### src/rtl/io_periph_pkg.sv
// io_map_pkg: shared IO page address map, data widths, decode selector type
// and the hex-digit to seven-segment glyph lookup used by io_periph.
package io_map_pkg;

    localparam int IO_ADDR_W = 10;
    localparam int IO_DATA_W = 24;

    localparam logic [IO_ADDR_W-1:0] IO_LED_LO = 10'h060;
    localparam logic [IO_ADDR_W-1:0] IO_LED_HI = 10'h062;
    localparam logic [IO_ADDR_W-1:0] IO_SW_LO  = 10'h070;
    localparam logic [IO_ADDR_W-1:0] IO_SW_HI  = 10'h072;
    localparam logic [IO_ADDR_W-1:0] IO_SEG    = 10'h080;

    typedef enum logic [2:0] {
        SEL_NONE,
        SEL_LED_LO,
        SEL_LED_HI,
        SEL_SW_LO,
        SEL_SW_HI,
        SEL_SEG
    } io_sel_e;

    // Active-low cathodes {dp, g, f, e, d, c, b, a}; dp is kept dark.
    function automatic logic [7:0] hex_to_seg(input logic [3:0] nib);
        logic [7:0] glyph;
        case (nib)
            4'h0:    glyph = 8'hC0;
            4'h1:    glyph = 8'hF9;
            4'h2:    glyph = 8'hA4;
            4'h3:    glyph = 8'hB0;
            4'h4:    glyph = 8'h99;
            4'h5:    glyph = 8'h92;
            4'h6:    glyph = 8'h82;
            4'h7:    glyph = 8'hF8;
            4'h8:    glyph = 8'h80;
            4'h9:    glyph = 8'h90;
            4'hA:    glyph = 8'h88;
            4'hB:    glyph = 8'h83;
            4'hC:    glyph = 8'hC6;
            4'hD:    glyph = 8'hA1;
            4'hE:    glyph = 8'h86;
            default: glyph = 8'h8E;
        endcase
        return glyph;
    endfunction

endpackage

### src/rtl/io_periph_if.sv
// io_periph_if: CPU IO port bus (address, read/write strobes, data both ways).
// The CPU side uses the master modport, the peripheral the slave modport.
interface io_periph_if;
    import io_map_pkg::*;

    logic [IO_ADDR_W-1:0] io_addr;
    logic                 io_read;
    logic                 io_write;
    logic [IO_DATA_W-1:0] io_wdata;
    logic [IO_DATA_W-1:0] io_rdata;

    modport master (
        output io_addr, io_read, io_write, io_wdata,
        input  io_rdata
    );

    modport slave (
        input  io_addr, io_read, io_write, io_wdata,
        output io_rdata
    );
endinterface

### src/rtl/io_periph_sw_debounce.sv
// sw_debounce: two-flop synchronizer followed by one counter shared by all
// bits; the synchronized vector is accepted only after it has held still
// for DEBOUNCE_CYCLES consecutive samples.
module sw_debounce
    import io_map_pkg::*;
#(
    parameter int DATA_W          = IO_DATA_W,
    parameter int DEBOUNCE_CYCLES = 230000
) (
    input  logic              clk,
    input  logic              rst_n,
    input  logic [DATA_W-1:0] i_sw,
    output logic [DATA_W-1:0] o_sw_stable
);
    localparam int              CNT_W   = (DEBOUNCE_CYCLES > 1) ? $clog2(DEBOUNCE_CYCLES) : 1;
    localparam logic [CNT_W-1:0] CNT_MAX = CNT_W'(DEBOUNCE_CYCLES - 1);

    logic [DATA_W-1:0] r_sw_p0;
    logic [DATA_W-1:0] r_sw_p1;
    logic [DATA_W-1:0] r_sw_prev;
    logic [DATA_W-1:0] r_sw_stable;
    logic [CNT_W-1:0]  r_cnt;
    logic [CNT_W-1:0]  w_cnt_nxt;
    logic              w_same;

    // Bring the asynchronous switches into the clock domain.
    always_ff @(posedge clk or negedge rst_n) begin
        if (!rst_n) begin
            r_sw_p0 <= '0;
            r_sw_p1 <= '0;
        end else begin
            r_sw_p0 <= i_sw;
            r_sw_p1 <= r_sw_p0;
        end
    end

    // Any change restarts the hold count; otherwise count up and park at the top.
    always_comb begin
        w_same    = (r_sw_p1 == r_sw_prev);
        w_cnt_nxt = '0;
        if (w_same) begin
            w_cnt_nxt = (r_cnt == CNT_MAX) ? r_cnt : r_cnt + CNT_W'(1);
        end
    end

    // Track the previous sample, the counter, and accept the vector once the hold completes.
    always_ff @(posedge clk or negedge rst_n) begin
        if (!rst_n) begin
            r_sw_prev   <= '0;
            r_cnt       <= '0;
            r_sw_stable <= '0;
        end else begin
            r_sw_prev <= r_sw_p1;
            r_cnt     <= w_cnt_nxt;
            if (w_same && (w_cnt_nxt == CNT_MAX)) begin
                r_sw_stable <= r_sw_p1;
            end
        end
    end

    assign o_sw_stable = r_sw_stable;

endmodule

### src/rtl/io_periph.sv
// io_periph: CPU IO-page responder. LED register writes commit on the clock
// edge that retires the store; reads are answered combinationally from
// registered LED/switch state. Define IO_SEG7_EN to add the seven-segment
// value register at 0x080 and the eight-digit multiplexed scanner.
module io_periph
    import io_map_pkg::*;
#(
    parameter int DEBOUNCE_CYCLES = 230000
`ifdef IO_SEG7_EN
    ,
    parameter int SCAN_CYCLES     = 23000
`endif
) (
    input  logic                 clk,
    input  logic                 rst_n,
    io_periph_if.slave           bus,
    input  logic [IO_DATA_W-1:0] i_sw_in,
    output logic [IO_DATA_W-1:0] o_led_out
`ifdef IO_SEG7_EN
    ,
    output logic [7:0]           o_seg_an,
    output logic [7:0]           o_seg_cat
`endif
);
    io_sel_e              w_sel;
    logic [IO_DATA_W-1:0] w_sw_stable;
    logic [IO_DATA_W-1:0] w_rdata;
    logic [IO_DATA_W-1:0] r_led;

    sw_debounce #(
        .DATA_W          (IO_DATA_W),
        .DEBOUNCE_CYCLES (DEBOUNCE_CYCLES)
    ) u_sw_debounce (
        .clk         (clk),
        .rst_n       (rst_n),
        .i_sw        (i_sw_in),
        .o_sw_stable (w_sw_stable)
    );

    // Decode the full IO-page offset; anything not listed is unmapped.
    always_comb begin
        w_sel = SEL_NONE;
        case (bus.io_addr)
            IO_LED_LO: w_sel = SEL_LED_LO;
            IO_LED_HI: w_sel = SEL_LED_HI;
            IO_SW_LO:  w_sel = SEL_SW_LO;
            IO_SW_HI:  w_sel = SEL_SW_HI;
`ifdef IO_SEG7_EN
            IO_SEG:    w_sel = SEL_SEG;
`endif
            default:   w_sel = SEL_NONE;
        endcase
    end

    // LED register: each half is written independently, other bits hold.
    always_ff @(posedge clk or negedge rst_n) begin
        if (!rst_n) begin
            r_led <= '0;
        end else if (bus.io_write) begin
            if (w_sel == SEL_LED_LO) r_led[15:0]  <= bus.io_wdata[15:0];
            if (w_sel == SEL_LED_HI) r_led[23:16] <= bus.io_wdata[7:0];
        end
    end

`ifdef IO_SEG7_EN
    localparam int               SCAN_W   = (SCAN_CYCLES > 1) ? $clog2(SCAN_CYCLES) : 1;
    localparam logic [SCAN_W-1:0] SCAN_MAX = SCAN_W'(SCAN_CYCLES - 1);

    logic [31:0]       r_seg;
    logic [SCAN_W-1:0] r_scan_cnt;
    logic [2:0]        r_digit;
    logic [3:0]        w_nib;
    logic [7:0]        r_seg_an;
    logic [7:0]        r_seg_cat;

    // Seven-segment value register; the top byte is always zero.
    always_ff @(posedge clk or negedge rst_n) begin
        if (!rst_n) begin
            r_seg <= '0;
        end else if (bus.io_write && (w_sel == SEL_SEG)) begin
            r_seg <= {8'h00, bus.io_wdata};
        end
    end

    // Dwell SCAN_CYCLES on each digit, then step to the next (7 wraps to 0).
    always_ff @(posedge clk or negedge rst_n) begin
        if (!rst_n) begin
            r_scan_cnt <= '0;
            r_digit    <= '0;
        end else if (r_scan_cnt == SCAN_MAX) begin
            r_scan_cnt <= '0;
            r_digit    <= r_digit + 3'd1;
        end else begin
            r_scan_cnt <= r_scan_cnt + SCAN_W'(1);
        end
    end

    // Nibble shown on the active digit.
    always_comb begin
        w_nib = r_seg[{r_digit, 2'b00} +: 4];
    end

    // Registered drivers so everything is dark while reset is held.
    always_ff @(posedge clk or negedge rst_n) begin
        if (!rst_n) begin
            r_seg_an  <= 8'hFF;
            r_seg_cat <= 8'hFF;
        end else begin
            r_seg_an  <= ~(8'h01 << r_digit);
            r_seg_cat <= hex_to_seg(w_nib);
        end
    end

    assign o_seg_an  = r_seg_an;
    assign o_seg_cat = r_seg_cat;
`else
    // Only LED halves consume write data without the segment register.
    logic w_unused_wdata;
    assign w_unused_wdata = &{1'b0, bus.io_wdata[23:16]};
`endif

    // Read mux; returns zero unless a mapped register is being read.
    always_comb begin
        w_rdata = '0;
        if (bus.io_read) begin
            case (w_sel)
                SEL_LED_LO: w_rdata = {8'h00,  r_led[15:0]};
                SEL_LED_HI: w_rdata = {16'h0000, r_led[23:16]};
                SEL_SW_LO:  w_rdata = {8'h00,  w_sw_stable[15:0]};
                SEL_SW_HI:  w_rdata = {16'h0000, w_sw_stable[23:16]};
`ifdef IO_SEG7_EN
                SEL_SEG:    w_rdata = r_seg[23:0];
`endif
                default:    w_rdata = '0;
            endcase
        end
    end

    assign bus.io_rdata = w_rdata;
    assign o_led_out    = r_led;

endmodule
### src/flat_wrapper.sv
// flat-port wrapper written by rule: the top's interface ports become plain ports
module io_periph_flat import io_map_pkg::*;
#(
    parameter int DEBOUNCE_CYCLES = 230000

)
  (clk, rst_n, i_sw_in, o_led_out, bus_io_addr, bus_io_read, bus_io_write, bus_io_wdata, bus_io_rdata);
  io_periph_if bus_i ();
  input  logic clk;
  input  logic rst_n;
  input  logic [IO_DATA_W-1:0] i_sw_in;
  output logic [IO_DATA_W-1:0] o_led_out;
  input wire logic [$bits(bus_i.io_addr)-1:0] bus_io_addr;
  input wire logic [$bits(bus_i.io_read)-1:0] bus_io_read;
  input wire logic [$bits(bus_i.io_write)-1:0] bus_io_write;
  input wire logic [$bits(bus_i.io_wdata)-1:0] bus_io_wdata;
  output wire logic [$bits(bus_i.io_rdata)-1:0] bus_io_rdata;
  assign bus_i.io_addr = bus_io_addr;
  assign bus_i.io_read = bus_io_read;
  assign bus_i.io_write = bus_io_write;
  assign bus_i.io_wdata = bus_io_wdata;
  assign bus_io_rdata = bus_i.io_rdata;
  io_periph #(.DEBOUNCE_CYCLES(DEBOUNCE_CYCLES)) u_core (.clk(clk), .rst_n(rst_n), .bus(bus_i), .i_sw_in(i_sw_in), .o_led_out(o_led_out));
endmodule
### config.mk
export PLATFORM = sky130hd
export DESIGN_NAME = io_periph_flat
export DESIGN_NICKNAME = d
export VERILOG_FILES = /design/src/rtl/io_periph_pkg.sv /design/src/rtl/io_periph_if.sv /design/src/rtl/io_periph_sw_debounce.sv /design/src/rtl/io_periph.sv /design/src/flat_wrapper.sv
export SDC_FILE = /design/constraint.sdc
export NUM_CORES = 1
export LEC_CHECK = 0
export ABC_AREA = 1
export ABC_CLOCK_PERIOD_IN_PS = 6300
export BUFFER_PORTS_ARGS = -buffer_cell sky130_fd_sc_hd__buf_4
export CAP_MARGIN = 15
export CORE_MARGIN = 4
export CORE_UTILIZATION = 55
export DETAILED_ROUTE_END_ITERATION = 16
export PLACE_DENSITY_LB_ADDON = 0.12
export SLEW_MARGIN = 20
export SYNTH_ARGS = -nofsm -noshare
export SYNTH_HDL_FRONTEND = slang
export SYNTH_HIERARCHICAL = 1
export SYNTH_SLANG_ARGS = --single-unit
### constraint.sdc
create_clock -name clk -period 6.3 [get_ports clk]
set_clock_uncertainty 0.1 [all_clocks]
set_input_delay 0.63 -clock clk [delete_from_list [all_inputs] [get_ports clk]]
set_output_delay 0.63 -clock clk [all_outputs]
set_load 0.02 [all_outputs]
-- Yosys cells after proc, flatten, opt, wreduce, memory -nomap -nowiden
Index checks and enable logic that the tools add are counted.
- output and inout port bits: 48
- logic and storage cells: 27
- register bits after elaboration: 138
- bits of input ports: 62
- reductions and logical operators: 3
- eq/ne operators: 11
- mux-type cells: 5
- $add $sub $neg: 1
- operator list (kind ; number):
    $pmux 16 s4 ; 1
    $eq 10x7->1 const B ; 4
    $eq 18x18->1 const B ; 2
    $mux 18 ; 2
    $eq 24x24->1 ; 1
    $mux 24 ; 1
    $add 18x1->18 const B ; 1
    $pmux 3 s4 ; 1
    $eq 3x2->1 const B ; 2
    $reduce_and 2->1 ; 2
    $eq 3x1->1 const B ; 1
    $eq 3x3->1 const B ; 1
    $logic_and 1x1->1 ; 1

-- Logic depth before layout (Yosys ltp)
Gate-level depths: netlist (run 1).
- depth after elaboration: 5
- gate-level depth with buffers: 17
- depth with buffers taken out: 16

-- By module
The synthesis (run 1) kept the hierarchy.
- modules (own cells, without submodules) (module ; area each (um2) ; sequential area each (um2) ; cells an instance ; instances):
    sw_debounce ; 5024.8 ; 2852.7 ; 578 ; 1
    io_periph ; 1745.4 ; 600.6 ; 253 ; 1

-- Least setup slack after synthesis (run 1)
OpenSTA, ideal clock, no wires.
- kind: input to output
- start point: input port bus_io_addr[9]
- end point: output port bus_io_rdata[1]
- required time: 5570 ps
- arrival time: 1610 ps
- stages: 8
- buffers on the path: 1
- path slack: 3960 ps
- path through: nor2_4 nand3_1 nor2_1 buf_4 inv_2 nor2_1 nor2_1 nor2_1
- cells in the longest elaborated chain, start to end: 5
- elaborated cells between the ends (all ways): 11
- those cells by class: 8 x eq/ne; 3 x mux
- RTL lines (element ; line ; RTL):
    start, declared ; flat_wrapper.sv:13 ; input wire logic [$bits(bus_i.io_addr)-1:0] bus_io_addr;
    $eq 10x7->1 ; io_periph.sv:43 ; case (bus.io_addr)
    $pmux 3 s4 (*) ; io_periph.sv:43 ;
    $eq 3x3->1, or another cell as far along ; io_periph.sv:126 ; case (w_sel)
    $pmux 16 s4 (*) ; io_periph.sv:126 ;
    $mux 24 (*) ; io_periph.sv:125 ; if (bus.io_read) begin
    end, declared ; flat_wrapper.sv:17 ; output wire logic [$bits(bus_i.io_rdata)-1:0] bus_io_rdata;
Every way passes the cells marked *; elsewhere a longest branch is shown, timed or not.

-- Worst setup path in the final report (run 1)
- start point: register u_core.u_sw_debounce.r_sw_p1[23]
- end point: register u_core.u_sw_debounce.r_sw_stable[20], in the netlist u_core/u_sw_debounce/o_sw_stable[20]
- cells in the longest elaborated chain, start to end: 4
- RTL lines (element ; line ; RTL):
    start, declared ; io_periph_sw_debounce.sv:19 ; logic [DATA_W-1:0] r_sw_p1;
    start signal, assigned ; io_periph_sw_debounce.sv:33 ; r_sw_p1 <= r_sw_p0;
    $eq 24x24->1 (*) ; io_periph_sw_debounce.sv:39 ; w_same = (r_sw_p1 == r_sw_prev);
    $mux 18 ; io_periph_sw_debounce.sv:41 ; if (w_same) begin
    $eq 18x18->1 ; io_periph_sw_debounce.sv:55 ; if (w_same && (w_cnt_nxt == CNT_MAX)) begin
    $logic_and 1x1->1 (*) ; io_periph_sw_debounce.sv:55 ;
    end signal, assigned ; io_periph_sw_debounce.sv:56 ; r_sw_stable <= r_sw_p1;
    end, declared ; io_periph_sw_debounce.sv:21 ; logic [DATA_W-1:0] r_sw_stable;
Marked as above.
A chain may end at the register's enable or synchronous reset.

==> results of run 1 <==
worst reg2reg max path, stage by stage (launching register included):
cell	delay, ps
dfrtp_1	430
inv_1	60
nand2_1	50
nand2_1	90
nor2_1	150
nand2_1	70
nor2_1	150
nand3_1	680
nor3_4	1040
nand3_4	370
nand2_1	160
nand2_1	80
logic make-up after synthesis:
logic type,synth area share
xor+xnor,0.0194
flops,0.510
buf+inv,0.0922
simple gates,0.344
compound gates,0.0322
other cells,0.000554
fa+ha+maj,0.00185
routing by layer:
layer  vias up  GRT usage  share of wire
met5         -          0              0
met1      2668      0.305           0.44
li1       2728          -              -
met2       205      0.383           0.48
met3        31     0.0541          0.062
met4         0     0.0840          0.017
path summary, 6_finish.rpt:
kind                                                             from  slack (ps)                                               end
max reg2reg                u_core/u_sw_debounce/r_sw_p1[23]$_DFF_PN0_        2740  u_core/u_sw_debounce/o_sw_stable[20]$_DFFE_PN0P_
max                        u_core/u_sw_debounce/r_sw_p1[23]$_DFF_PN0_        2740  u_core/u_sw_debounce/o_sw_stable[20]$_DFFE_PN0P_
min reg2reg                u_core/u_sw_debounce/r_sw_p0[20]$_DFF_PN0_         250        u_core/u_sw_debounce/r_sw_p1[20]$_DFF_PN0_
max in group asynchronous                                       rst_n        4680       u_core/u_sw_debounce/r_sw_prev[8]$_DFF_PN0_
min in group clk                                          i_sw_in[11]         220        u_core/u_sw_debounce/r_sw_p0[11]$_DFF_PN0_
min                                                             rst_n         130           u_core/u_sw_debounce/r_cnt[8]$_DFF_PN0_
per-stage QoR:
stage	total power, uW	cell area [sq um]	cells	hold slack [ps]
floorplan	995	6800	838	231
finish	2040	8080	1085	127
global placement	1050	7480	1054	231
CTS	2070	8080	1085	138
global route	2120	8080	1085	171
detailed placement	1060	7480	1054	235
area by class of cell:
class,instances,area [sq um],share of cell area
clock buffers,19,433,0.0536
clock inverters,12,165,0.0204
inverters,111,417,0.0516
multi-input cells,564,2720,0.336
flip-flops and latches,138,3450,0.427
well taps,147,184,0.0228
repair buffers,94,709,0.0878
flip-flops by register name (all words and copies together), names as in the netlist:
| register | count |
|---|---|
| u_core/u_sw_debounce/r_cnt | 18 |
| u_core/o_led_out | 24 |
| u_core/u_sw_debounce/r_sw_p0 | 24 |
| u_core/u_sw_debounce/o_sw_stable | 24 |
| u_core/u_sw_debounce/r_sw_p1 | 24 |
| u_core/u_sw_debounce/r_sw_prev | 24 |
cell usage in the layout (no fill, tap or decap), types with 2 or more instances in the layout:
cell type / count
nand2_4: 5
buf_4: 93
dfrtp_1: 138
o21ai_0: 25
conb_1: 8
xor2_1: 7
nor2_4: 11
inv_2: 11
nor2_8: 3
clkbuf_1: 2
clkbuf_16: 17
o21ai_1: 4
xnor2_1: 8
bufinv_16: 3
nand2_2: 8
nand3_4: 2
nor3_1: 12
a21oi_1: 8
clkinv_4: 5
nand3_2: 3
nand3b_1: 4
nor2_2: 19
o21ai_2: 2
nand4_1: 10
nand2_1: 248
nand3_1: 71
inv_1: 100
inv_6: 3
nor2_1: 98
power breakdown:
part / internal, uW / total (uW) / leakage [uW] / switching [uW]
sequential: 913 / 934 / 0.00172 / 21.0
combinational: 42.9 / 108 / 0.00214 / 65.0
clock: 626 / 1000 / 0.000292 / 375
total: 1580 / 2040 / 0.00415 / 461
==> impl_metrics.tcl, run 1 <==
set metrics [dict create \
    netlist_top_cells_area "dfrtp_1 51%, nand2_1 14%, inv_1 5.5%, nor2_1 5.4%, nand3_1 5.2%" \
    diodes 0 \
    dp.final_hpwl_microns 11300 \
    p_leak_uw 0.00415 \
    yosys.area.top_type "dfrtp_1" \
    syn_area_sq_um 6770 \
    dp_worst_setup_slack_ps 2760 \
    status "finished clean" \
    grt_pass1_wl_microns 26500 \
    cts_tree "yes" \
    die_h_microns 119 \
    clock-sinks 138 \
    htreeDepth 4 \
    fin_crit_ps 3560 \
    worst_slack_ps 2740 \
    start_util 0.564 \
    cp_num_buf_inv 1 \
    final_hold_viol_count 0 \
    grt_pass1_vias 5502 \
    hold_buffers 0 \
    yosys_warnings 6 \
    yosysSeqAreaShare 0.510 \
    clockBufferDepth 2 \
    clk_pin_slew_ps 60 \
    power.density_nw_per_um2 253 \
    cpMostUsedCell "nand2_1" \
    worstPathRequired_ps 6480 \
    setup_viol 0 \
    grt_start_max_net_pins 71 \
    fin_setup_tns_ps 0 \
    antenna_found_initial 0 \
    fp.dieW_microns 119 \
    ys_ff_latch 138 \
    synth_commonest_cells "248 x nand2_1, 138 x dfrtp_1, 100 x inv_1, 98 x nor2_1, 71 x nand3_1" \
    postSynth.asyncResetShare 1.00 \
    insertion_delay_ps 420 \
    ctsResizeCount 0 \
    num_rows 40 \
    coreArea_sq_um 12000 \
    maxCapViolCount 0 \
    area_growth_pct 19.3 \
    synth_enable_flop_cells 0 \
    crit_chain "inv_1 > nand2_1 > nand2_1 > nor2_1 > nand2_1 > nor2_1 > nand3_1 > nor3_4 > nand3_4 > nand2_1 > nand2_1" \
    rr_worst_depth 11 \
    place_congestion 0.946 \
    pin_count 110 \
    finalCoreUtilization 0.673 \
    relSlewSlack 0.361 \
    postSynthCellCount 831 \
    hold_class "in -> async" \
    tightest_slew_ps 956 \
    drc_errors 0 \
    syn_avg_cell_area_sq_um 8.15 \
    cp-end-kind "register" \
    cts-buffers-inserted 17 \
    slowest_delay_ps 1030 \
    drive_above_1_share 0.201 \
    synth_most_common_cell "nand2_1" \
    worstPathArrival_ps 3750 \
    cts_setup_buffers 0 \
    dr.pass1.iters 6 \
    cp_max_fo 25 \
    wirelength_microns 15700 \
    worstSetupStartpointType "register" \
    drtIter0Drc 416 \
    path_depth 11 \
    finalNetCount 989 \
    fillers 987 \
    vdd_drop_max_mv 0.269 \
    ant_nets 0 \
    slew_violations 0 \
    timing.final.crit_share 0.566 \
    ctsRootBufferMaster "clkbuf_16" \
    synthFlopType "dfrtp_1" \
    num_vias 5632 \
    synth_top_area_share 0.510 \
    io_buffers 93 \
    synth.distinct_cells 35 \
    track_usage 0.233 \
    overflow 0 \
    criticalPathCategory "reg -> reg" \
    crit_slowest_cell "nor3_4" \
    timing.fmax_ghz 0.281 \
    vias_per_cell 5.19 \
    die_area_sq_um 14100 \
    crit_family "simple AND/OR/NAND/NOR gates" \
    wire_per_inst_microns 14.5 \
    rsz0062_at_grt "no" \
]
Power figures use the tool's default switching activity.
==> run 2: changes to the inputs <==
--- a/config.mk
+++ b/config.mk
@@ -6,11 +6,11 @@
 export NUM_CORES = 1
 export LEC_CHECK = 0
 export ABC_AREA = 1
-export ABC_CLOCK_PERIOD_IN_PS = 6300
+export ABC_CLOCK_PERIOD_IN_PS = 3000
 export BUFFER_PORTS_ARGS = -buffer_cell sky130_fd_sc_hd__buf_4
 export CAP_MARGIN = 15
 export CORE_MARGIN = 4
-export CORE_UTILIZATION = 55
+export CORE_UTILIZATION = 51
 export DETAILED_ROUTE_END_ITERATION = 16
 export PLACE_DENSITY_LB_ADDON = 0.12
 export SLEW_MARGIN = 20
==> constraint.sdc (replaced) <==
create_clock -name clk -period 3 [get_ports clk]
set_clock_uncertainty 0.1 [all_clocks]
set_input_delay 0.3 -clock clk [delete_from_list [all_inputs] [get_ports clk]]
set_output_delay 0.3 -clock clk [all_outputs]
set_load 0.02 [all_outputs]
==> impl_metrics.tcl, run 2 (synthesis gave the netlist of run 1 again) <==
set metrics [dict create \
    cts_tree "yes" \
    wirelength_microns 16400 \
    cp-end-kind "register" \
    die_area_sq_um 15200 \
    drive_above_1_share 0.200 \
    timing.fmax_ghz 0.369 \
    final_hold_viol_count 0 \
    grt_start_max_net_pins 76 \
    clockBufferDepth 2 \
    cts-buffers-inserted 17 \
    start_util 0.528 \
    vias_per_cell 4.97 \
    maxCapViolCount 0 \
    status "finished clean" \
    htreeDepth 4 \
    overflow 0 \
    diodes 0 \
    io_buffers 93 \
    drtIter0Drc 395 \
    num_vias 5713 \
    ant_nets 0 \
    tightest_slew_ps 690 \
    crit_start "u_core/u_sw_debounce/r_sw_p1[14]$_DFF_PN0_" \
    criticalPathCategory "reg -> reg" \
    p_leak_uw 0.00433 \
    relSlewSlack 0.540 \
    reg2reg_from "u_core/u_sw_debounce/r_sw_p1[14]$_DFF_PN0_" \
    grt_pass1_wl_microns 27000 \
    finalNetCount 1029 \
    die_h_microns 123 \
    clk_pin_slew_ps 60 \
    fin_crit_ps 2710 \
    area_growth_pct 25.9 \
    dp.cells 1086 \
    stdcell_count 1150 \
    final_cell_mix "248 x nand2_1, 138 x dfrtp_1, 100 x inv_1" \
    insertion_delay_ps 410 \
    pin_count 110 \
    hold_buffers 33 \
    worstSetupStartpointType "register" \
    dp_worst_setup_slack_ps 309 \
    fin_setup_tns_ps 0 \
    layout_commonest_cell "nand2_1" \
    min_from "bus_io_wdata[3]" \
    worstPathRequired_ps 3250 \
    timing.final.crit_share 0.903 \
    drc_errors 0 \
    place_congestion 0.913 \
    cts_setup_buffers 0 \
    hold_class "in -> reg" \
    setup_viol 0 \
    cp_max_fo 24 \
    dr.pass1.iters 5 \
    worst_slack_ps 291 \
    wire_per_inst_microns 14.2 \
    worstPathArrival_ps 2960 \
    track_usage 0.230 \
    antenna_found_initial 0 \
    grt_pass1_vias 5673 \
    reg2reg_slack_ps 290 \
    ctsRootBufferMaster "clkbuf_16" \
    fp.dieW_microns 123 \
    power.density_nw_per_um2 511 \
    fillers 1038 \
    num_rows 41 \
    clock-sinks 138 \
    rsz0062_at_grt "no" \
    vdd_drop_max_mv 0.582 \
    slew_violations 0 \
    coreArea_sq_um 12800 \
    dp.final_hpwl_microns 11800 \
    ctsResizeCount 0 \
]
==> run 2: worst paths after layout <==
check / cells past startpoint / endpoint
worst min register to register: 0 / u_core/u_sw_debounce/r_sw_p1[18]$_DFF_PN0_
min in group asynchronous: 2 / u_core/u_sw_debounce/r_cnt[10]$_DFF_PN0_
max in group asynchronous: 3 / u_core/o_led_out[14]$_DFFE_PN0P_
worst max-delay path: 12 / u_core/u_sw_debounce/o_sw_stable[20]$_DFFE_PN0P_
worst min-delay path: 3 / u_core/o_led_out[3]$_DFFE_PN0P_
worst max register to register: 12 / u_core/u_sw_debounce/o_sw_stable[20]$_DFFE_PN0P_
==> run 2: routing by layer <==
metal	up-vias	share of wire	track usage
li1	2814	-	-
met1	2710	0.43	0.297
met5	-	0	0
met2	161	0.49	0.386
met4	0	0.021	0.0761
met3	28	0.052	0.0499
==> run 2: report_power, final <==
part,switching (uW),internal (uW)
Clock,811,1320
Combinational,144,121
Sequential,45.1,1920
Total,1000,3360
==> run 2: area by class of cell <==
type	instances	area (sq um)	share of cell area
tap	172	215	0.0253
clock buffer	19	433	0.0508
clock inverter	12	166	0.0195
multi-input combinational	564	2720	0.319
sequential	138	3450	0.405
timing repair buffer	134	1120	0.131
inverter	111	417	0.0489
==> run 2: metrics by stage <==
stage	power [uW]	instance area [sq um]	util	hold slack, ps
4_1_cts	4400	8520	0.664	0.252
6_report	4360	8520	0.664	20.3
5_1_grt	4530	8520	0.664	7.34
3_3_place_gp	2220	7590	0.592	232
3_5_place_dp	2230	7590	0.592	236
2_1_floorplan	2090	6800	-	-95.6
==> run 2: worst max-delay path, stage by stage (launching register included) <==
cell and delay (ps):
dfrtp_1 410, inv_1 70, nand2_1 60, nand2_1 60
nor2_1 120, nand2_1 70, nor2_1 190, nand3_1 420
buf_4 340, nor3_4 260, buf_4 310, nand3_1 140
nand2_1 80
==> run 3: changes to the inputs <==
--- a/config.mk
+++ b/config.mk
@@ -9,8 +9,10 @@
 export ABC_CLOCK_PERIOD_IN_PS = 3000
 export BUFFER_PORTS_ARGS = -buffer_cell sky130_fd_sc_hd__buf_4
 export CAP_MARGIN = 15
+export CELL_PAD_IN_SITES_DETAIL_PLACEMENT = 0
+export CELL_PAD_IN_SITES_GLOBAL_PLACEMENT = 2
 export CORE_MARGIN = 4
-export CORE_UTILIZATION = 51
+export CORE_UTILIZATION = 30
 export DETAILED_ROUTE_END_ITERATION = 16
 export PLACE_DENSITY_LB_ADDON = 0.12
 export SLEW_MARGIN = 20
==> impl_metrics.tcl, run 3 (synthesis gave the netlist of run 1 again) <==
set metrics [dict create \
    status "finished clean" \
    ant_nets 0 \
    reg2reg_from "u_core/u_sw_debounce/r_sw_p1[21]$_DFF_PN0_" \
    dp.final_hpwl_microns 13400 \
    hold_class "in -> reg" \
    clock-sinks 138 \
    worstSetupStartpointType "register" \
    timing.fmax_ghz 0.360 \
    setup_viol 0 \
    min_from "bus_io_wdata[8]" \
    place_congestion 0.812 \
    p_leak_uw 0.00435 \
    area_growth_pct 28.3 \
    fin_setup_tns_ps 0 \
    grt_pass1_vias 5525 \
    clockBufferDepth 2 \
    fin_crit_ps 2770 \
    stdcell_count 1264 \
    power.density_nw_per_um2 494 \
    dr.pass1.iters 5 \
    relSlewSlack 0.637 \
    drtIter0Drc 302 \
    pin_count 110 \
    num_vias 5542 \
    wire_per_inst_microns 13.9 \
    cts-buffers-inserted 17 \
    die_h_microns 158 \
    num_rows 54 \
    track_usage 0.146 \
    ctsRootBufferMaster "clkbuf_16" \
    ctsResizeCount 0 \
    wirelength_microns 17600 \
    coreArea_sq_um 22000 \
    criticalPathCategory "reg -> reg" \
    worstPathArrival_ps 2970 \
    layout_commonest_cell "nand2_1" \
    dp.cells 1196 \
    worstPathRequired_ps 3200 \
    tightest_slew_ps 543 \
    finalCoreUtilization 0.395 \
    htreeDepth 4 \
    design_area_sq_um 8690 \
    place_area_sq_um 7740 \
    clk_pin_slew_ps 60 \
    drc_errors 0 \
    worst_slack_ps 226 \
    cp-end-kind "register" \
    drive_above_1_share 0.202 \
    final_cell_mix "248 x nand2_1, 138 x dfrtp_1, 100 x buf_4, 100 x inv_1, 98 x nor2_1" \
    diodes 0 \
    vdd_drop_max_mv 0.347 \
    grt_pass1_wl_microns 28800 \
    insertion_delay_ps 410 \
    cts_tree "yes" \
    overflow 0 \
    rsz0062_at_grt "no" \
    die_area_sq_um 25000 \
    vias_per_cell 4.38 \
    slew_violations 0 \
    antenna_found_initial 0 \
    dp_worst_setup_slack_ps 227 \
    crit_start "u_core/u_sw_debounce/r_sw_p1[21]$_DFF_PN0_" \
    final_hold_viol_count 0 \
    grt_start_max_net_pins 54 \
    fp.dieW_microns 158 \
    timing.final.crit_share 0.925 \
    start_util 0.307 \
    cp_max_fo 24 \
    io_buffers 93 \
    maxCapViolCount 0 \
    finalNetCount 1035 \
]
==> run 3: what timing repair did <==
item	4_1_cts	5_1_grt
buffers inserted	0	0
endpoints found under the setup margin	0	3
hold endpoints to repair	86	0
hold buffers	37	0
==> run 3: cell type report <==
class | count | area [sq um]
clock buffers | 21 | 470
repair buffers | 140 | 1170
clock inverters | 10 | 108
multi-input cells | 564 | 2720
inverters | 111 | 417
flip-flops and latches | 138 | 3450
fillers | 2282 | 13300
well taps | 280 | 350
==> run 3: worst max-delay path, stage by stage (launching register included) <==
cell and delay [ps]:
dfrtp_1 410, nor2_1 130, nor2_1 60, nor2_1 110
nand2_1 80, nor2_1 290, nand2_1 110, nor2_2 300
nand3_1 230, inv_1 100, nand2_1 80, nor2_2 160
nand3_4 270, nand2_1 150, nand2_1 60
==> run 3: power breakdown <==
part / internal (uW) / switching, uW / total [uW]
Sequential: 1920 / 42.5 / 1960
Combinational: 125 / 145 / 270
Clock: 1220 / 842 / 2060
==> run 3: path summary, 6_finish.rpt <==
kind | end | slack, ps | cells after the start
setup reg to reg | u_core/u_sw_debounce/o_sw_stable[10]$_DFFE_PN0P_ | 230 | 14
hold / removal | u_core/o_led_out[8]$_DFFE_PN0P_ | 20 | 3
hold reg to reg | u_core/u_sw_debounce/r_sw_p1[10]$_DFF_PN0_ | 250 | 0
max in group asynchronous | u_core/o_led_out[15]$_DFFE_PN0P_ | 1720 | 3
setup / recovery | u_core/u_sw_debounce/o_sw_stable[10]$_DFFE_PN0P_ | 230 | 14
min in group asynchronous | u_core/u_sw_debounce/r_sw_p1[21]$_DFF_PN0_ | 320 | 2
==> run 3: stage by stage <==
| stage | hold slack (ps) | total power, uW |
|---|---|---|
| 3_5_place_dp | 190 | 2230 |
| 2_1_floorplan | -95.6 | 2090 |
| 6_report | 15.3 | 4290 |
| 4_1_cts | 1.85 | 4370 |
| 3_3_place_gp | 181 | 2230 |
| 5_1_grt | 1.98 | 4500 |
==> run 3: layer usage <==
| metal | share of wire | GRT usage |
|---|---|---|
| met1 | 0.48 | 0.204 |
| met2 | 0.47 | 0.234 |
| met3 | 0.044 | 0.0303 |
| met4 | 0.010 | 0.0374 |
| met5 | 0 | 0 |
